--- config.mk ---
export PLATFORM = sky130hd
export DESIGN_NAME = if_fetch_stage
export DESIGN_NICKNAME = d
export VERILOG_FILES = /design/src/rtl/if_fetch_stage_pkg.sv /design/src/rtl/if_fetch_stage_pc_reg.sv /design/src/rtl/if_fetch_stage.sv
export SDC_FILE = /design/constraint.sdc
export NUM_CORES = 1
export LEC_CHECK = 0
export CAP_MARGIN = 10
export CORE_MARGIN = 2
export CORE_UTILIZATION = 40
export CTS_CLUSTER_DIAMETER = 120
export DETAILED_ROUTE_END_ITERATION = 10
export PLACE_DENSITY = 0.71
export SYNTH_ARGS = -nofsm -noshare
export SYNTH_HDL_FRONTEND = slang
export SYNTH_SLANG_ARGS = --single-unit
--- constraint.sdc ---
create_clock -name clk -period 7.8 [get_ports clk]
set_input_delay 0.78 -clock clk [delete_from_list [all_inputs] [get_ports clk]]
set_output_delay 0.78 -clock clk [all_outputs]
set_load 0.01 [all_outputs]
--- src/rtl/if_fetch_stage_pkg.sv ---
// Shared fetch-stage definitions: bus widths, ROM enables,
// stall-vector bit positions and the IF/ID bundle.
package if_fetch_stage_pkg;

  localparam int INST_ADDR_W = 32;
  localparam int INST_W      = 32;

  typedef logic [INST_ADDR_W-1:0] inst_addr_t;
  typedef logic [INST_W-1:0]      inst_t;

  localparam inst_t ZERO_WORD    = '0;
  localparam logic  CHIP_ENABLE  = 1'b1;
  localparam logic  CHIP_DISABLE = 1'b0;

  localparam int STALL_W    = 3;
  localparam int STALL_PC   = 0;
  localparam int STALL_IFID = 1;
  localparam int STALL_ID   = 2;

  typedef struct packed {
    inst_addr_t pc;
    inst_t      inst;
    logic       valid;
  } if_id_t;

  localparam if_id_t IF_ID_BUBBLE = '{
    pc:    '0,
    inst:  ZERO_WORD,
    valid: 1'b0
  };

  function automatic inst_addr_t word_align(inst_addr_t a);
    return a & ~inst_addr_t'(3);
  endfunction

endpackage

--- src/rtl/if_fetch_stage_pc_reg.sv ---
// Program counter, ROM enable and the branch target held
// back while the PC is stalled.
module pc_reg
  import if_fetch_stage_pkg::*;
#(
  parameter inst_addr_t RESET_PC = '0
) (
  input  logic       clk,
  input  logic       rst,
  input  logic       hold_i,
  input  logic       flush_i,
  input  inst_addr_t flush_pc_i,
  input  logic       branch_flag_i,
  input  inst_addr_t branch_target_i,
  output inst_addr_t pc_o,
  output logic       ce_o,
  output logic       redirect_o
);

  inst_addr_t pc_q;
  inst_addr_t pc_d;
  inst_addr_t pend_q;
  inst_addr_t pend_d;
  logic       pend_v_q;
  logic       pend_v_d;
  logic       ce_q;
  logic       redirect;

  always_comb begin
    pc_d     = pc_q;
    pend_d   = pend_q;
    pend_v_d = pend_v_q;
    redirect = 1'b0;
    if (ce_q == CHIP_ENABLE) begin
      if (flush_i) begin
        pc_d     = flush_pc_i;
        pend_v_d = 1'b0;
      end else if (hold_i) begin
        // a redirect seen during a stall is replayed once it clears
        if (branch_flag_i) begin
          pend_v_d = 1'b1;
          pend_d   = word_align(branch_target_i);
        end
      end else if (pend_v_q) begin
        pc_d     = pend_q;
        pend_v_d = 1'b0;
        redirect = 1'b1;
      end else if (branch_flag_i) begin
        pc_d     = word_align(branch_target_i);
        redirect = 1'b1;
      end else begin
        pc_d = pc_q + inst_addr_t'(4);
      end
    end
  end

  always_ff @(posedge clk or posedge rst) begin
    if (rst) begin
      pc_q     <= RESET_PC;
      ce_q     <= CHIP_DISABLE;
      pend_q   <= '0;
      pend_v_q <= 1'b0;
    end else begin
      pc_q     <= pc_d;
      ce_q     <= CHIP_ENABLE;
      pend_q   <= pend_d;
      pend_v_q <= pend_v_d;
    end
  end

  assign pc_o       = pc_q;
  assign ce_o       = ce_q;
  assign redirect_o = redirect;

endmodule

--- src/rtl/if_fetch_stage.sv ---
// Instruction fetch: drives the ROM from pc_reg and captures
// the returned word into the IF/ID register.
module if_fetch_stage
  import if_fetch_stage_pkg::*;
#(
  parameter inst_addr_t RESET_PC   = 32'h0000_0000,
  parameter bit         DELAY_SLOT = 1'b1
) (
  input  logic               clk,
  input  logic               rst,
  input  logic [STALL_W-1:0] stall_i,
  input  logic               flush_i,
  input  inst_addr_t         flush_pc_i,
  input  logic               branch_flag_i,
  input  inst_addr_t         branch_target_i,
  output inst_addr_t         rom_addr_o,
  output logic               rom_ce_o,
  input  inst_t              rom_data_i,
  output inst_addr_t         id_pc_o,
  output inst_t              id_inst_o,
  output logic               id_valid_o
);

  localparam bit SQUASH_EN = !DELAY_SLOT;

  inst_addr_t pc;
  logic       ce;
  logic       redirect;
  logic       squash;
  logic       hold_ifid;
  logic       hold_id;
  if_id_t     id_q;

  pc_reg #(
    .RESET_PC(RESET_PC)
  ) u_pc_reg (
    .clk             (clk),
    .rst             (rst),
    .hold_i          (stall_i[STALL_PC]),
    .flush_i         (flush_i),
    .flush_pc_i      (flush_pc_i),
    .branch_flag_i   (branch_flag_i),
    .branch_target_i (branch_target_i),
    .pc_o            (pc),
    .ce_o            (ce),
    .redirect_o      (redirect)
  );

  assign hold_ifid = stall_i[STALL_IFID];
  assign hold_id   = stall_i[STALL_ID];
  assign squash    = SQUASH_EN && redirect;

  always_ff @(posedge clk or posedge rst) begin
    if (rst) begin
      id_q <= IF_ID_BUBBLE;
    end else if (flush_i) begin
      id_q <= IF_ID_BUBBLE;
    end else if (hold_ifid && !hold_id) begin
      // ID drains while IF is held: feed it a bubble
      id_q <= IF_ID_BUBBLE;
    end else if (hold_ifid) begin
      id_q <= id_q;
    end else if (squash) begin
      id_q <= IF_ID_BUBBLE;
    end else begin
      id_q <= '{pc: pc, inst: rom_data_i, valid: ce};
    end
  end

  assign rom_addr_o = pc;
  assign rom_ce_o   = ce;
  assign id_pc_o    = id_q.pc;
  assign id_inst_o  = id_q.inst;
  assign id_valid_o = id_q.valid;

endmodule

* Word-level counts from Yosys, hierarchy flattened
Cells that the tools add are included.
** Word-level totals
- Word-level logic and storage cells :: 27
- Output and inout bits :: 98
- Bits in registers :: 129
- Input port bits :: 103
** Cells by class
- Eq/ne operators :: 3
- Bitwise logic cells :: 1
- Multiplexer cells :: 10
- Add/sub/neg operators :: 1
- Reduce and logical (&&, ||, !) cells :: 5
** Operators by type and width (count)
- two-way mux 65 bit :: 3
- two-way mux 32 bit :: 4
- adder 32 x 3 -> 32 bit (second input constant) :: 1
- != test 3 x 1 -> 1 bit (second input constant) :: 2
- AND reduction 2 bit :: 2
- AND reduction 4 bit :: 1
- two-way mux 1 bit :: 3
- != test 2 x 1 -> 1 bit (second input constant) :: 1
- logical AND 1 bit :: 1
- zero test 1 bit :: 1
- inverter 1 bit :: 1

* Longest topological paths before layout
Gate-level depths: netlist of run 1.
- Depth after elaboration :: 5
- Mapped depth :: 7
- Depth with buffers taken out :: 6

* Cells and area by module
A second synthesis of run 1 with hierarchy kept.
** Unflattened totals
- Cells, all modules :: 714
- Area, all modules :: 6710.2 µm²
** Modules (own cells, without submodules)
- pc_reg :: instances 1, sequential area each 1601.5 µm², area an instance 3849.9 µm², cells an instance 425
- if_fetch_stage :: instances 1, sequential area each 1626.6 µm², area an instance 2860.2 µm², cells an instance 289

* Worst setup path before layout of run 1
No wires, ideal clock.
- Path kind :: in2reg
- Start :: in branch_flag_i
- End :: reg u_pc_reg.pc_q[12] (netlist: u_pc_reg.pc_o[12])
- Path slack :: 5.721 ns
- Arrival :: 1.952 ns
- Path buffers :: 2
- Stages :: 6
- Data required time :: 7.673 ns
- Setup time :: 0.127 ns
- Cells stage by stage :: clkbuf_1 nor2_1 clkbuf_1 nand3_1 a221oi_1 nor2_1
** On the way
- Cells in the longest elaborated chain, start to end :: 4
** RTL lines
- start: declaration :: RTL line if_fetch_stage.sv:14 : input logic branch_flag_i,
- two-way mux 32 bit :: RTL line if_fetch_stage_pc_reg.sv:48 : end else if (branch_flag_i) begin
- two-way mux 32 bit :: RTL line if_fetch_stage_pc_reg.sv:44 : end else if (pend_v_q) begin
- two-way mux 32 bit :: RTL line if_fetch_stage_pc_reg.sv:38 : end else if (hold_i) begin
- two-way mux 32 bit :: RTL line if_fetch_stage_pc_reg.sv:35 : if (flush_i) begin
- end signal: assignment :: RTL line if_fetch_stage_pc_reg.sv:64 : pc_q <= pc_d;
- end: declaration :: RTL line if_fetch_stage_pc_reg.sv:20 : inst_addr_t pc_q;
No other way between the ends. The select of a mux whose other input is x is not followed.
A chain may end at the register's enable or synchronous reset.

* Final worst setup path of run 1
- Start :: in flush_i
- End :: reg u_pc_reg.pc_q[0] (netlist: u_pc_reg.pc_o[0])
** On the way
- Cells in the longest elaborated chain, start to end :: 2
- Elaborated cells on any way between the ends :: 3
- Those cells by class :: eq/ne: 1; mux: 1; reduce/logical: 1
** RTL lines
- start: declaration :: RTL line if_fetch_stage.sv:12 : input logic flush_i,
- != test 2 x 1 -> 1 bit (no line)
- AND reduction 2 bit (no line)
Parallel ways exist; a longest one is shown, timed or not.

==> results of run 1 <==
## cells in the mapped netlist (all sizes together) (7+ instances only)
library cell	count
clkbuf	32
nor2	26
and3	7
nor3	11
nand2	53
a21oi	38
o31ai	8
a22o	66
nand2b	9
dfrtp	129
inv	11
o21ai	42
a211oi	8
mux2	25
nor2b	8
mux2i	8
buf	17
nand4	8
nand3	15
## final cells by class
type | instances | area, µm²
clock buffer | 18 | 439.2
clock inverter | 13 | 138.9
fill | 1253 | 6289
inverter | 11 | 43.79
multi-input combinational | 409 | 2771
sequential | 129 | 3228
tap | 188 | 235.2
timing repair buffer | 207 | 2057
## cells by family (layout without fill, tap and decap cells)
logic type / count (synthesis) / after routing / share of synthesized area
xor gates and xnor gates: 8 / 8 / 0.01125
buffers and inverters: 60 / 249 / 0.03778
and+or+nand+nor: 159 / 159 / 0.1344
muxes: 33 / 33 / 0.05808
adders and majority gates: 1 / 1 / 0.002009
AOI/OAI and AO/OA: 207 / 207 / 0.2373
other: 1 / 1 / 0.0006023
DFF: 129 / 129 / 0.5185
## power by group through the flow
stage          clock (µW)  combinational, µW  sequential, µW
2_1_floorplan           0                189             851
3_3_place_gp            0                400             851
3_5_place_dp            0                409             858
4_1_cts               793                412             846
5_1_grt               821                448             860
6_report              780                411             847
## worst max-delay path: stages
cell	delay, ps
buf_2	80
buf_4	520
nand2b_1	200
and2_1	890
o21ai_0	350
a32o_1	310
## path summary, 6_finish.rpt
check / start / endpoint / slack (ps) / cells past startpoint
setup / recovery: flush_i / u_pc_reg.pc_o[0] / 4890 / 6
hold / removal: u_pc_reg.pend_q[16] / u_pc_reg.pend_q[16] / 480 / 2
setup reg to reg: u_pc_reg.ce_o / u_pc_reg.pc_o[0] / 5380 / 3
hold reg to reg: u_pc_reg.pend_q[16] / u_pc_reg.pend_q[16] / 480 / 2
max in group asynchronous: rst / u_pc_reg.pc_o[5] / 5600 / 3
min in group asynchronous: rst / id_inst_o[26] / 930 / 2
## per-stage QoR
stage          worst slack, ps    util  instance area (µm²)  instances
2_1_floorplan             3579       -                 6226        598
3_3_place_gp              4633  0.5470                 8315        943
3_5_place_dp              4483  0.5470                 8315        943
4_1_cts                   4935  0.5850                 8894        974
5_1_grt                   4667  0.5863                 8914        975
6_report                  4889  0.5863                 8914        975
## registers in the layout, summed over array words and instances (netlist names)
| signal | count |
|---|---|
| id_inst_o | 32 |
| id_pc_o | 32 |
| u_pc_reg.pend_v_q | 1 |
| u_pc_reg.pend_q | 30 |
| u_pc_reg.ce_o | 1 |
| u_pc_reg.pc_o | 32 |
| id_valid_o | 1 |
## metal layers
layer / wire [µm] / track usage
met5: 0 / 0
met4: 403 / 0.09783
met3: 1487 / 0.06279
met2: 8703 / 0.3498
met1: 8350 / 0.3134
==> impl_metrics.yaml, run 1 <==
sta:
  worstMarginPinSlew_ps: 1144
  setup_viol: 0
  rsz0062_at_grt: "false"
  finalSetupTns_ps: 0
  drv_slew: 0
  skew_ps: 7.761
  min_period_ps: 2911
  slew_headroom: 0.2372
  layout_worst_path_cycle_share: 0.3732
  timing.final.hold_violations: 0
  hold_ws_ps: 480.8
  clock.fmax_mhz: 343.5
logic_synthesis:
  syn-num-nets: 702
  yosysTopAreaCell: "dfrtp_1"
  synth.avg_cell_area_um2: 10.41
  async_flop_share: 1.000
  synth_area_leaders: "dfrtp_1 (52%), a22o_1 (9.3%), mux2_2 (4.5%), o21ai_0 (3.4%), nand2_1 (3.2%)"
  synth_ff_type: "dfrtp_1"
  ys_seq_area_frac: 0.5185
  ys_seq_elements: 129
  yosysWarnings: 0
  synth_cells: 598
  synth.distinct_cells: 60
  yosysTopAreaCellShare: 0.5185
  synth_edf_count: 0
  synth_area_um2: 6226
pwr:
  p_comb_frac: 0.202
  pwr-share-clk: 0.383
  total_power_uw: 2038
  switchingPower_uw: 583.3
  intPower_uw: 1455
  vdd_ir_drop_max_v: 0.0001540
  p_per_area_nw_per_um2: 228.7
  switching_share: 0.2861
  p_seq_frac: 0.416
  p_leak_uw: 0.003722
clock_network:
  hold_buffers: 0
  cts_tree: "done"
  clk_pin_slew_worst_paths_ps: 60
  cts-resized-gates: 0
  post_cts_buffers: 0
  cts_max_level: 4
  cts.sinks: 129
  numCtsBuffers: 17
  clockRootBuffer: "clkbuf_16"
  clock_latency_ps: 420
  clock_path_buffers: 2
worst_setup_path:
  endpoint_kind: "register"
  crit_required_ps: 8100
  critPathLaunchType: "input pin"
  critPathKind: "input pin to register"
  crit_fanout: 61
  crit_arrival_ps: 3210
drt:
  drc_errors: 0
  finalWirelength_um: 18950
  vias_per_cell: 5.789
  dr.pass1.iters: 5
  vias: 5644
  first_iter_violations: 459
  routedWlPerCell_um: 19.43
  drtAntennaViolNets: 0
die:
  io_pins: 201
  fp.dieH_um: 128.8
  rows: 45
  initial_core_util: 0.4095
  placeableCoreArea_um2: 15200
  dieArea_um2: 16580
  die_width_um: 128.8
finish:
  nets: 879
  area_delta_synth_final_pct: 43.17
  final_cell_mix: "clkdlybuf4s50_1 (197), dfrtp_1 (129), a22o_1 (66)"
  final_common_cell: "clkdlybuf4s50_1"
  layout-drive-gt1-share: 0.1042
  num_antenna_cells: 0
flow_run:
  max_cap_viol_count: 0
placed_design:
  portBuffers: 198
  place_congestion: 0.8744
  hpwlAfterDp_um: 13110
global_route:
  grt_use_total: 0.2309
  grt_first_pass_wirelength_um: 29760
  grt_pass1_vias: 5538
  grt-ovfl-total: 0
  grt_max_degree: 79
  antenna_found_initial: 0
min_path:
  hp-class: "register to register"
outcome:
  status: "completed"
Note: power is estimated with default switching activity, not from simulation.
==> run 2, diff against run 1 <==
==> constraint.sdc (replaced) <==
create_clock -name clk -period 2.9 [get_ports clk]
set_input_delay 0.29 -clock clk [delete_from_list [all_inputs] [get_ports clk]]
set_output_delay 0.29 -clock clk [all_outputs]
set_load 0.01 [all_outputs]
==> impl_metrics.yaml, run 2 (synthesized netlist as in run 1, its figures left out) <==
sta:
  finalSetupTns_ps: 0
  setup_viol: 0
  final.setup.worst_slack_ps: 796.4
  clock.fmax_mhz: 475.4
  layout_worst_path_cycle_share: 0.7254
  slew_headroom: 0.4705
  min_period_ps: 2104
  skew_ps: 11.05
  drv_slew: 0
  timing.final.hold_violations: 0
  worstMarginPinSlew_ps: 792.5
  rsz0062_at_grt: "false"
worst_setup_path:
  crit_arrival_ps: 2450
  worst_path_max_delay_cell: "a2111oi_0"
  path_cells: "nand2_1 > a2111oi_0 > o21ai_0 > nand3_1"
  critPathTopFamily: "compound AO/OA/AOI/OAI gates"
  crit_fanout: 12
  critPathLaunchType: "register"
  critPathMaxStageDelay_ps: 650
  endpoint_kind: "register"
  crit_required_ps: 3250
  critPathKind: "register to register"
  crit_buf_inv: 0
die:
  die_width_um: 128.8
  io_pins: 201
  dieArea_um2: 16580
  fp.dieH_um: 128.8
  placeableCoreArea_um2: 15200
  rows: 45
  initial_core_util: 0.4095
pwr:
  switchingPower_uw: 1532
  p_comb_frac: 0.206
  vdd_ir_drop_max_v: 0.0004482
  p_seq_frac: 0.418
  p_per_area_nw_per_um2: 604.6
  switching_share: 0.2805
  p_leak_uw: 0.003796
  intPower_uw: 3930
  pwr-share-clk: 0.375
clock_network:
  clock_latency_ps: 420
  clockRootBuffer: "clkbuf_16"
  clock_path_buffers: 2
  hold_buffers: 0
  cts-resized-gates: 0
  post_cts_buffers: 0
  clk_pin_slew_worst_paths_ps: 60
  cts.sinks: 129
  numCtsBuffers: 17
  cts_tree: "done"
  cts_max_level: 4
placed_design:
  post-place-ws_ps: 772.6
  portBuffers: 198
  hpwlAfterDp_um: 13690
  place_congestion: 0.8800
drt:
  drc_errors: 0
  vias_per_cell: 5.784
  routedWlPerCell_um: 19.17
  first_iter_violations: 444
  drtAntennaViolNets: 0
  dr.pass1.iters: 5
  finalWirelength_um: 18920
  vias: 5709
global_route:
  grt_first_pass_wirelength_um: 29590
  antenna_found_initial: 0
  grt_use_total: 0.2303
  grt_pass1_vias: 5451
  grt_max_degree: 57
  grt-ovfl-total: 0
outcome:
  status: "completed"
finish:
  layout-drive-gt1-share: 0.1139
  area_delta_synth_final_pct: 45.10
  final_core_util: 0.5942
  n_fill_cell: 1272
  final_common_cell: "clkdlybuf4s50_1"
  nets: 890
  final_cell_mix: "clkdlybuf4s50_1 (197), dfrtp_1 (129), a22o_1 (66)"
  num_antenna_cells: 0
min_path:
  hp-class: "input pin to asynchronous set/reset pin"
flow_run:
  max_cap_viol_count: 0
run 2: power by group through the flow:
stage	combinational, µW	clock, µW	sequential (µW)
floorplan	508	0	2290
global placement	1100	0	2290
detailed placement	1130	0	2310
CTS	1140	2080	2280
global route	1220	2170	2320
finish	1130	2050	2280
run 2: cell type report:
class | instances | area [µm²] | area share
flip-flops and latches | 129 | 3228 | 0.3573
multi-input cells | 409 | 2771 | 0.3068
repair buffers | 218 | 2190 | 0.2424
clock buffers | 21 | 450.4 | 0.04986
well taps | 188 | 235.2 | 0.02604
clock inverters | 11 | 113.9 | 0.01260
inverters | 11 | 45.04 | 0.004986
run 2: worst register-to-register path, delay by kind of cell (launching register included):
family / cells / cell delay [ps]
compound gates: 2 / 840
flops: 1 / 640
simple gates: 2 / 540
run 2: worst paths after layout:
path,start,end,slack [ps],depth (start not counted)
min reg2reg,u_pc_reg.pend_q[7],u_pc_reg.pend_q[7],490,2
min,rst,id_inst_o[11],370,2
max,u_pc_reg.ce_o,u_pc_reg.pc_o[8],800,4
max reg2reg,u_pc_reg.ce_o,u_pc_reg.pc_o[8],800,4
min in group clk,flush_i,u_pc_reg.pc_o[8],440,3
max in group asynchronous,rst,u_pc_reg.pc_o[3],1770,3
run 2: metal layers:
| layer | wire length (µm) | GRT usage | vias to the layer above |
|---|---|---|---|
| li1 | - | - | 2615 |
| met1 | 8445 | 0.3156 | 2809 |
| met2 | 8757 | 0.3526 | 258 |
| met3 | 1373 | 0.06320 | 27 |
| met4 | 344 | 0.08184 | 0 |
| met5 | 0 | 0 | - |
run 2: metrics by stage:
stage / hold slack (ps) / power (µW) / std cells / area (µm²)
floorplan: 422.7 / 2797 / 598 / 6230
global placement: 461.8 / 3389 / 955 / 8469
detailed placement: 473.8 / 3435 / 955 / 8469
CTS: 391.9 / 5497 / 987 / 9034
global route: 431.7 / 5705 / 987 / 9034
finish: 371.1 / 5462 / 987 / 9034
